--- src/rtl/fp_pkg.sv ---
// Shared state type, width defaults and exponent helpers for the fp_addsub adder.
package fp_pkg;

  localparam int FP_EW = 5;
  localparam int FP_MW = 10;
  localparam int FP_GW = 3;

  typedef enum logic [2:0] {IDLE, ALIGN, ADD, NORM, ROUND} fp_state_e;

  function automatic int fp_bias(input int ew);
    return (1 << (ew - 1)) - 1;
  endfunction

  function automatic int fp_exp_ones(input int ew);
    return (1 << ew) - 1;
  endfunction

endpackage

--- src/rtl/fp_round.sv ---
// Combinational rounding stage for fp_addsub.
// Round-to-nearest-even when FP_ADDSUB_RNE_EN is defined, truncation otherwise.
module fp_round #(
  parameter int MW = 10
) (
  input  logic [MW:0] mant,
  input  logic        guard,
  input  logic        round,
  input  logic        sticky,
  input  logic        sign,
  output logic [MW:0] mant_rnd,
  output logic        carry
);

  logic inc;
  logic unused_ok;

`ifdef FP_ADDSUB_RNE_EN
  // Round up above half, or at exactly half when the kept LSB is odd.
  assign inc = guard & (round | sticky | mant[0]);
`else
  assign inc = 1'b0;
`endif

  assign {carry, mant_rnd} = {1'b0, mant} + {{(MW + 1){1'b0}}, inc};

  // Sign is irrelevant to both supported modes; bits are folded here on purpose.
  assign unused_ok = ^{sign, guard, round, sticky};

endmodule

--- src/rtl/fp_addsub.sv ---
// Multi-cycle floating-point add/subtract: one-bit-per-cycle align and normalise.
// Rounding mode selected by macro FP_ADDSUB_RNE_EN (RNE when defined, truncation otherwise).
module fp_addsub
  import fp_pkg::*;
#(
  parameter int EW = FP_EW,
  parameter int MW = FP_MW,
  parameter int GW = FP_GW
) (
  input  logic           clk,
  input  logic           reset,
  input  logic           st,
  input  logic           op,
  input  logic [EW+MW:0] a,
  input  logic [EW+MW:0] b,
  output logic           busy,
  output logic           done,
  output logic           ovf,
  output logic           unf,
  output logic [EW+MW:0] result
);

  localparam int             F         = MW + 1 + GW;
  localparam logic [EW-1:0]  MAX_SH    = EW'(MW + GW + 1);
  localparam logic [EW-1:0]  D_ONE     = EW'(1);
  localparam logic [EW:0]    E_ONE     = (EW + 1)'(1);
  localparam logic [EW:0]    EXP_LIMIT = (EW + 1)'(fp_exp_ones(EW));
  localparam logic [EW-1:0]  EXP_ONES  = '1;

  fp_state_e state, state_nx;

  logic                go, sx, sy, sinf, inf_r, sz, zero_r, unf_r;
  logic [EW:0]         ex;
  logic [EW-1:0]       d;
  logic [F-1:0]        mx, my, mm;

  // Operand decode; subnormals flush to zero, x always holds the larger exponent.
  logic [EW-1:0] ea, eb;
  logic          sb_eff, swap, ia, ib;
  logic [F-1:0]  ma_x, mb_x;

  assign ea     = a[EW+MW-1:MW];
  assign eb     = b[EW+MW-1:MW];
  assign sb_eff = b[EW+MW] ^ op;
  assign swap   = (eb > ea);
  assign ia     = (ea == EXP_ONES);
  assign ib     = (eb == EXP_ONES);
  assign ma_x   = (ea == '0) ? '0 : {1'b1, a[MW-1:0], {GW{1'b0}}};
  assign mb_x   = (eb == '0) ? '0 : {1'b1, b[MW-1:0], {GW{1'b0}}};

  // Signed sum of magnitudes; the sign of the sum is the sign of the larger operand.
  logic signed [F+1:0] opx, opy, sum_s, mag_full;
  logic [F:0]          sum_mag;
  logic                unused_msb;

  assign opx        = $signed({2'b00, mx});
  assign opy        = $signed({2'b00, my});
  assign sum_s      = (sx ? -opx : opx) + (sy ? -opy : opy);
  assign mag_full   = sum_s[F+1] ? -sum_s : sum_s;
  assign sum_mag    = mag_full[F:0];
  assign unused_msb = mag_full[F+1];

  logic [MW:0] mant_rnd;
  logic        rcarry;
  logic [EW:0] e_fin;

  fp_round #(.MW(MW)) u_round (
    .mant    (mm[F-1:GW]),
    .guard   (mm[GW-1]),
    .round   (mm[GW-2]),
    .sticky  (|mm[GW-3:0]),
    .sign    (sz),
    .mant_rnd(mant_rnd),
    .carry   (rcarry)
  );

  assign e_fin = ex + {{EW{1'b0}}, rcarry};

  always_ff @(posedge clk or negedge reset) begin
    if (!reset) state <= IDLE;
    else        state <= state_nx;
  end

  always_comb begin
    // NOTE: every output of this block gets a default first, so no path can infer a latch.
    state_nx = state;
    busy     = 1'b1;
    case (state)
      IDLE:    begin
                 busy = 1'b0;
                 if (go) state_nx = ALIGN;
               end
      ALIGN:   if (d == '0 || d > MAX_SH) state_nx = ADD;
      ADD:     state_nx = NORM;
      NORM:    if (zero_r || mm[F-1] || ex == E_ONE) state_nx = ROUND;
      ROUND:   state_nx = IDLE;
      default: state_nx = IDLE;
    endcase
  end

  always_ff @(posedge clk or negedge reset) begin
    if (!reset) begin
      go <= 1'b0;  sx <= 1'b0;  sy <= 1'b0;  sinf <= 1'b0;  inf_r <= 1'b0;
      sz <= 1'b0;  zero_r <= 1'b0;  unf_r <= 1'b0;
      ex <= '0;  d <= '0;  mx <= '0;  my <= '0;  mm <= '0;
      done <= 1'b0;  ovf <= 1'b0;  unf <= 1'b0;  result <= '0;
    end else begin
      // NOTE: non-blocking throughout, so every register samples pre-edge values.
      done <= 1'b0;
      case (state)
        IDLE: begin
          // The accepting edge captures operands; the following edge launches ALIGN.
          if (go) begin
            go <= 1'b0;
          end else if (st) begin
            go     <= 1'b1;
            ovf    <= 1'b0;
            unf    <= 1'b0;
            zero_r <= 1'b0;
            unf_r  <= 1'b0;
            inf_r  <= ia | ib;
            sinf   <= ia ? a[EW+MW] : sb_eff;
            d      <= swap ? eb - ea : ea - eb;
            if (swap) begin
              sx <= sb_eff;    ex <= {1'b0, eb};  mx <= mb_x;
              sy <= a[EW+MW];  my <= ma_x;
            end else begin
              sx <= a[EW+MW];  ex <= {1'b0, ea};  mx <= ma_x;
              sy <= sb_eff;    my <= mb_x;
            end
          end
        end
        ALIGN: begin
          // Bit 0 of my is the sticky position and accumulates everything shifted past it.
          if (d > MAX_SH) begin
            my <= {{(F - 1){1'b0}}, |my};
            d  <= '0;
          end else if (d != '0) begin
            my <= {1'b0, my[F-1:2], my[1] | my[0]};
            d  <= d - D_ONE;
          end
        end
        ADD: begin
          sz     <= sum_s[F+1];
          zero_r <= (sum_mag == '0);
          if (sum_mag[F]) begin
            mm <= {sum_mag[F:2], sum_mag[1] | sum_mag[0]};
            ex <= ex + E_ONE;
          end else begin
            mm <= sum_mag[F-1:0];
          end
        end
        NORM: begin
          if (!zero_r && !mm[F-1]) begin
            if (ex == E_ONE) unf_r <= 1'b1;
            else begin
              mm <= {mm[F-2:0], 1'b0};
              ex <= ex - E_ONE;
            end
          end
        end
        ROUND: begin
          done <= 1'b1;
          if (inf_r) begin
            result <= {sinf, EXP_ONES, {MW{1'b0}}};
            ovf    <= 1'b1;
          end else if (zero_r) begin
            result <= '0;
          end else if (unf_r) begin
            result <= {sz, {(EW + MW){1'b0}}};
            unf    <= 1'b1;
          end else if (e_fin >= EXP_LIMIT) begin
            result <= {sz, EXP_ONES, {MW{1'b0}}};
            ovf    <= 1'b1;
          end else begin
            result <= {sz, e_fin[EW-1:0], mant_rnd[MW-1:0]};
          end
        end
        default: ;
      endcase
    end
  end

endmodule

--- config.mk ---
export PLATFORM = sky130hd
export DESIGN_NAME = fp_addsub
export DESIGN_NICKNAME = d
export VERILOG_FILES = /design/src/rtl/fp_pkg.sv /design/src/rtl/fp_round.sv /design/src/rtl/fp_addsub.sv
export SDC_FILE = /design/constraint.sdc
export NUM_CORES = 1
export LEC_CHECK = 0
export ABC_AREA = 1
export BUFFER_PORTS_ARGS = -buffer_cell sky130_fd_sc_hd__buf_2
export CELL_PAD_IN_SITES_DETAIL_PLACEMENT = 0
export CELL_PAD_IN_SITES_GLOBAL_PLACEMENT = 1
export CORE_ASPECT_RATIO = 1.75
export CORE_UTILIZATION = 44
export DETAILED_ROUTE_END_ITERATION = 10
export PLACE_DENSITY = 0.79
export SYNTH_ARGS = -nofsm -noshare
export SYNTH_HDL_FRONTEND = slang
export SYNTH_HIERARCHICAL = 1
export SYNTH_SLANG_ARGS = --single-unit
--- constraint.sdc ---
create_clock -name clk -period 4.15 [get_ports clk]
set_input_delay 1.245 -clock clk [delete_from_list [all_inputs] [get_ports clk]]
set_output_delay 1.245 -clock clk [all_outputs]
set_load 0.1 [all_outputs]
# After elaboration in Yosys (flattened, before gate mapping)
# Cells that the tools add are included.
word_totals:
  regBits: 83
  input_bits: 36
  output_inout_bits: 20
op_classes:
  n_lt_le_gt_ge: 3
  n_reduce_logical: 28
  n_bitwise: 5
  addsub: 9
  muxes: 59
  n_eq_ne: 23
op_table:
  columns: ["operator", "n"]
  rows:
  - ["14-bit 2-to-1 mux", 11]
  - ["16-bit 2-to-1 mux", 4]
  - ["14-bit one-hot mux with 2 select lines", 2]
  - ["15-bit 2-to-1 mux", 3]
  - ["14-bit negator with 16-bit output", 2]
  - ["5-bit 2-to-1 mux", 6]
  - ["6-bit 2-to-1 mux", 5]
  - ["2-bit inequality test (second input constant)", 12]
  - ["1-bit 2-to-1 mux", 18]
  - ["6-bit one-hot mux with 3 select lines", 1]
  - ["6-bit AND reduction", 3]
  - ["16-bit adder", 1]
  - ["15-bit logical NOT", 1]
  - ["5-bit logical NOT", 3]
  - ["15-bit negator", 1]
  - ["14-bit OR reduction", 1]
  - ["3-bit inequality test (second input constant)", 4]
  - ["3-bit one-hot mux with 4 select lines", 1]
  - ["3-bit AND reduction", 4]
  - ["5-bit == test (second input constant)", 2]
  - ["5-bit one-hot mux with 2 select lines", 1]
  - ["2-bit nonzero test", 5]
  - ["5-bit subtractor", 2]
  - ["3-bit 2-to-1 mux", 3]
  - ["other kinds (22)", 31]

# Logic depth before layout (Yosys ltp)
logic_depth:
  word_depth: 8
  ltp_mapped: 28

# By module
# Netlist, hierarchy kept.
by_module_without_submodules:
  columns: ["module", "seq_area_each_um2", "area_per_inst_um2", "instances", "cells_each"]
  rows:
  - ["fp_addsub", 2001.9, 6770.2, 1, 987]
  - ["fp_round", 0.0, 93.8, 1, 13]

# Worst setup path after synthesis
# Ideal clock, no wire load.
synth_timing:
  path_kind: "flip-flop to flip-flop"
  startpoint: "register my[1]"
  endpoint: "register mm[7]"
  path_stages_with_launch: 24
  arrival_time_ns: 3.210
  path_slack_ns: 0.816
  synth_period_minus_slack_ns: 3.334
  path_buffers: 1
  cell_sequence: "dfrtp_1 -> inv_1 -> ha_1 -> inv_2 -> nor2_4 -> inv_1 -> o21ai_0 -> xor2_1 -> inv_1 -> fa_1 -> nand2_1 -> inv_1 -> nand2_2 -> nor2_4 -> nand3_4 -> nor2_4 -> nand3_2 -> nand2_2 -> nand2_1 -> nand2_2 -> nand2_4 -> buf_6 -> o21ai_0 -> o21bai_2"
synth_between:
  elab_chain_cells: 7
synth_lines:
  columns: ["item", "line_no", "text"]
  rows:
  - ["start: declaration", "fp_addsub.sv:35", "logic [F-1:0] mx, my, mm;"]
  - ["start signal: assignment", "fp_addsub.sv:126", "sy <= a[EW+MW]; my <= ma_x;"]
  - ["start signal: assignment", "fp_addsub.sv:136", "my <= {{(F - 1){1'b0}}, |my};"]
  - ["start signal: assignment", "fp_addsub.sv:139", "my <= {1'b0, my[F-1:2], my[1] | my[0]};"]
  - ["14-bit negator with 16-bit output", "fp_addsub.sv:58", "assign sum_s = (sx ? -opx : opx) + (sy ? -opy : opy);"]
  - ["16-bit 2-to-1 mux (*)", "fp_addsub.sv:58", null]
  - ["16-bit adder (*)", "fp_addsub.sv:58", null]
  - ["15-bit negator", "fp_addsub.sv:59", "assign mag_full = sum_s[F+1] ? -sum_s : sum_s;"]
  - ["15-bit 2-to-1 mux (*)", "fp_addsub.sv:59", null]
  - ["14-bit 2-to-1 mux (*)", "fp_addsub.sv:146", "if (sum_mag[F]) begin"]
  - ["14-bit one-hot mux with 2 select lines (*)", "fp_addsub.sv:110", "case (state)"]
  - ["end signal: assignment", "fp_addsub.sv:147", "mm <= {sum_mag[F:2], sum_mag[1] | sum_mag[0]};"]
  - ["end signal: assignment", "fp_addsub.sv:150", "mm <= sum_mag[F-1:0];"]
  - ["end signal: assignment", "fp_addsub.sv:157", "mm <= {mm[F-2:0], 1'b0};"]
  - ["end: declaration", "fp_addsub.sv:35", null]
# Mark *: on every way between the ends. The rest lies on a longest branch, timed or not.
# A chain may end at the register's enable or synchronous reset.

# Worst setup path after layout
layout_timing:
  startpoint: "register my[0]"
  endpoint: "register ex[0]"
layout_between:
  elab_chain_cells: 7
layout_lines:
  columns: ["item", "line_no", "text"]
  rows:
  - ["14-bit negator with 16-bit output", "fp_addsub.sv:58", null]
  - ["16-bit 2-to-1 mux (*)", "fp_addsub.sv:58", null]
  - ["16-bit adder (*)", "fp_addsub.sv:58", null]
  - ["15-bit negator", "fp_addsub.sv:59", null]
  - ["15-bit 2-to-1 mux (*)", "fp_addsub.sv:59", null]
  - ["2-bit inequality test (no line) (*)", null, null]
  - ["6-bit AND reduction (no line) (*)", null, null]
  - ["end signal: assignment", "fp_addsub.sv:128", "sx <= a[EW+MW]; ex <= {1'b0, ea}; mx <= ma_x;"]
  - ["end signal: assignment", "fp_addsub.sv:148", "ex <= ex + E_ONE;"]
  - ["end signal: assignment", "fp_addsub.sv:158", "ex <= ex - E_ONE;"]
  - ["end: declaration", "fp_addsub.sv:33", "logic [EW:0] ex;"]
# Marks and branches as above.

==> flow_summary.json <==
{
  "status": "complete, no violations",
  "worst_slack_ps": 377,
  "period_minus_slack_ps": 3770,
  "grt_antenna_before_repair": 0,
  "fp.dieW_microns": 96.4,
  "crit_type": "register to register",
  "totalWireLength_microns": 18000,
  "fillers": 1651,
  "setup-violations-final": 0,
  "clock_latency_ps": 340,
  "drtIter0Drc": 245,
  "tns_ps": 0,
  "clk_path_buf_depth": 2,
  "worstMarginPinSlew_ps": 910,
  "fin_skew_ps": 13.0,
  "dpl.cell_count": 1208,
  "drt-wirelength-per-cell_microns": 14.7,
  "start_util_pct": 44.8,
  "antennaDiodeCount": 0,
  "design.die.area_sq_um": 16100,
  "grt_usage_pct": 24.0,
  "drc": 0,
  "drive_gt1_share_pct": 16.3,
  "critPathLaunchType": "register",
  "final_nets": 1104,
  "finalCritPeriodShare_pct": 90.9,
  "port_buffers": 55,
  "preCtsSetupSlack_ps": 176,
  "synth-warning-count": 6,
  "drv_cap": 0,
  "max_freq_mhz": 265,
  "die_h_microns": 167,
  "slew_headroom_pct": 39.1,
  "crit_required_ps": 4380,
  "hold_class": "register to register",
  "final_cells": 1225,
  "hold_viol": 0,
  "holdWs_ps": 474,
  "core_sq_um": 15300,
  "cts_root_buffer": "clkbuf_16",
  "syn_area_per_cell_sq_um": 6.86,
  "cts_tree": "yes",
  "cp_max_fo": 15,
  "syn-num-nets": 1069,
  "dr.pass1.iters": 4,
  "grt_pass1_vias": 6148,
  "grt_start_max_net_pins": 64,
  "path_clk_slew_ps": 60,
  "drv_slew": 0,
  "endpoint_kind": "register",
  "grt_overflow": 0,
  "synth_area_sq_um": 6860,
  "crit_arrival_ps": 4000,
  "via_count": 6276,
  "ios": 56,
  "cts_sinks": 80,
  "rows": 60,
  "gp_congestion": 0.894,
  "cts_made_buffers": 9,
  "drt.antenna.violating_nets": 0,
  "grt_pass1_wl_microns": 29600,
  "dpl.hpwl_microns": 14500,
  "area_growth_pct": 9.87,
  "synthesis.instances": 999,
  "htreeDepth": 3,
  "viasPerCell": 5.12
}
-- path summary, 6_finish.rpt --
check / from / end / slack, ps / cells past startpoint
max: my[0] / ex[0] / 380 / 26
min: result[1] / result[1] / 470 / 2
max reg2reg: my[0] / ex[0] / 380 / 26
min reg2reg: result[1] / result[1] / 470 / 2
max in group asynchronous: reset / ex[2] / 2510 / 2
min in group asynchronous: reset / result[8] / 990 / 1
-- critical path, cell delays in order (launching register included) --
cell and delay [ps]:
dfrtp_1 410, inv_2 110, ha_2 230, inv_2 80
nor2_4 90, inv_1 110, nor3_4 220, nand3_1 130
nor3_2 220, nor2_1 70, ha_1 340, nand2_1 120
inv_1 50, a21oi_1 180, nand2_1 70, nor2_1 110
nand3_1 130, nand2_4 150, nand2_2 90, nand2_1 80
nand2_2 90, nand2_8 130, inv_6 90, nand2_4 110
nand2_2 100, nand2_1 90, nand2_1 60
-- area by class of cell --
class	instances	area, sq um	share of cell area (%)
clock buffer	11	243	3.22
clock inverter	5	63.8	0.847
inverter	149	567	7.52
multi-input combinational	729	4070	54.1
sequential	80	2000	26.6
tap	186	233	3.09
timing repair buffer	65	353	4.68
-- timing repair --
item	in CTS	in global routing
hold buffers	0	0
endpoints found under the setup margin	0	21
setup buffers	0	1
resized for setup	0	9
-- stage by stage --
stage          area (sq um)  utilization [%]
6_report               7530             49.2
4_1_cts                7490             48.9
2_1_floorplan          6860                -
3_3_place_gp           7180             46.9
3_5_place_dp           7180             46.9
5_1_grt                7530             49.2
-- sequential cells by signal (all words and copies together) (netlist names) --
register,count
result,16
mm,14
my,14
mx,11
ex,6
d,5
state,3
done,1
go,1
inf_r,1
ovf,1
sinf,1
sx,1
sy,1
sz,1
unf,1
unf_r,1
zero_r,1
-- layout by cell type, fill, tap and decap left out, types with 3 or more instances in the layout --
master,instances
clkbuf_16,9
nor2_2,12
o211ai_1,4
nand3_1,72
o31ai_1,4
dfrtp_1,80
buf_2,54
a22oi_1,7
o221ai_1,3
a21oi_1,49
ha_1,30
nand2_1,249
nor3_1,9
nor4_1,3
o21ai_2,11
nand3b_1,3
buf_4,11
o22ai_1,13
xor2_1,31
nand2_2,16
inv_1,132
nor3_2,6
inv_2,14
o21bai_2,7
nor2_1,84
o21ai_1,13
xnor2_1,4
o21ai_0,54
nand4_1,8
nor2_4,5
fa_1,3
-- per-layer routing --
metal	vias up	wire, microns	part of all wire (%)	track usage, %
met3	20	297	1.6	3.09
met5	-	0	0	0
li1	3284	-	-	-
met4	0	438	2.4	9.40
met2	76	10400	57	46.3
met1	2896	6920	38	25.1
Power is left out: the tool's default activity adds up to more than one toggle a clock period on the data nets, which glitch-free logic cannot reach.
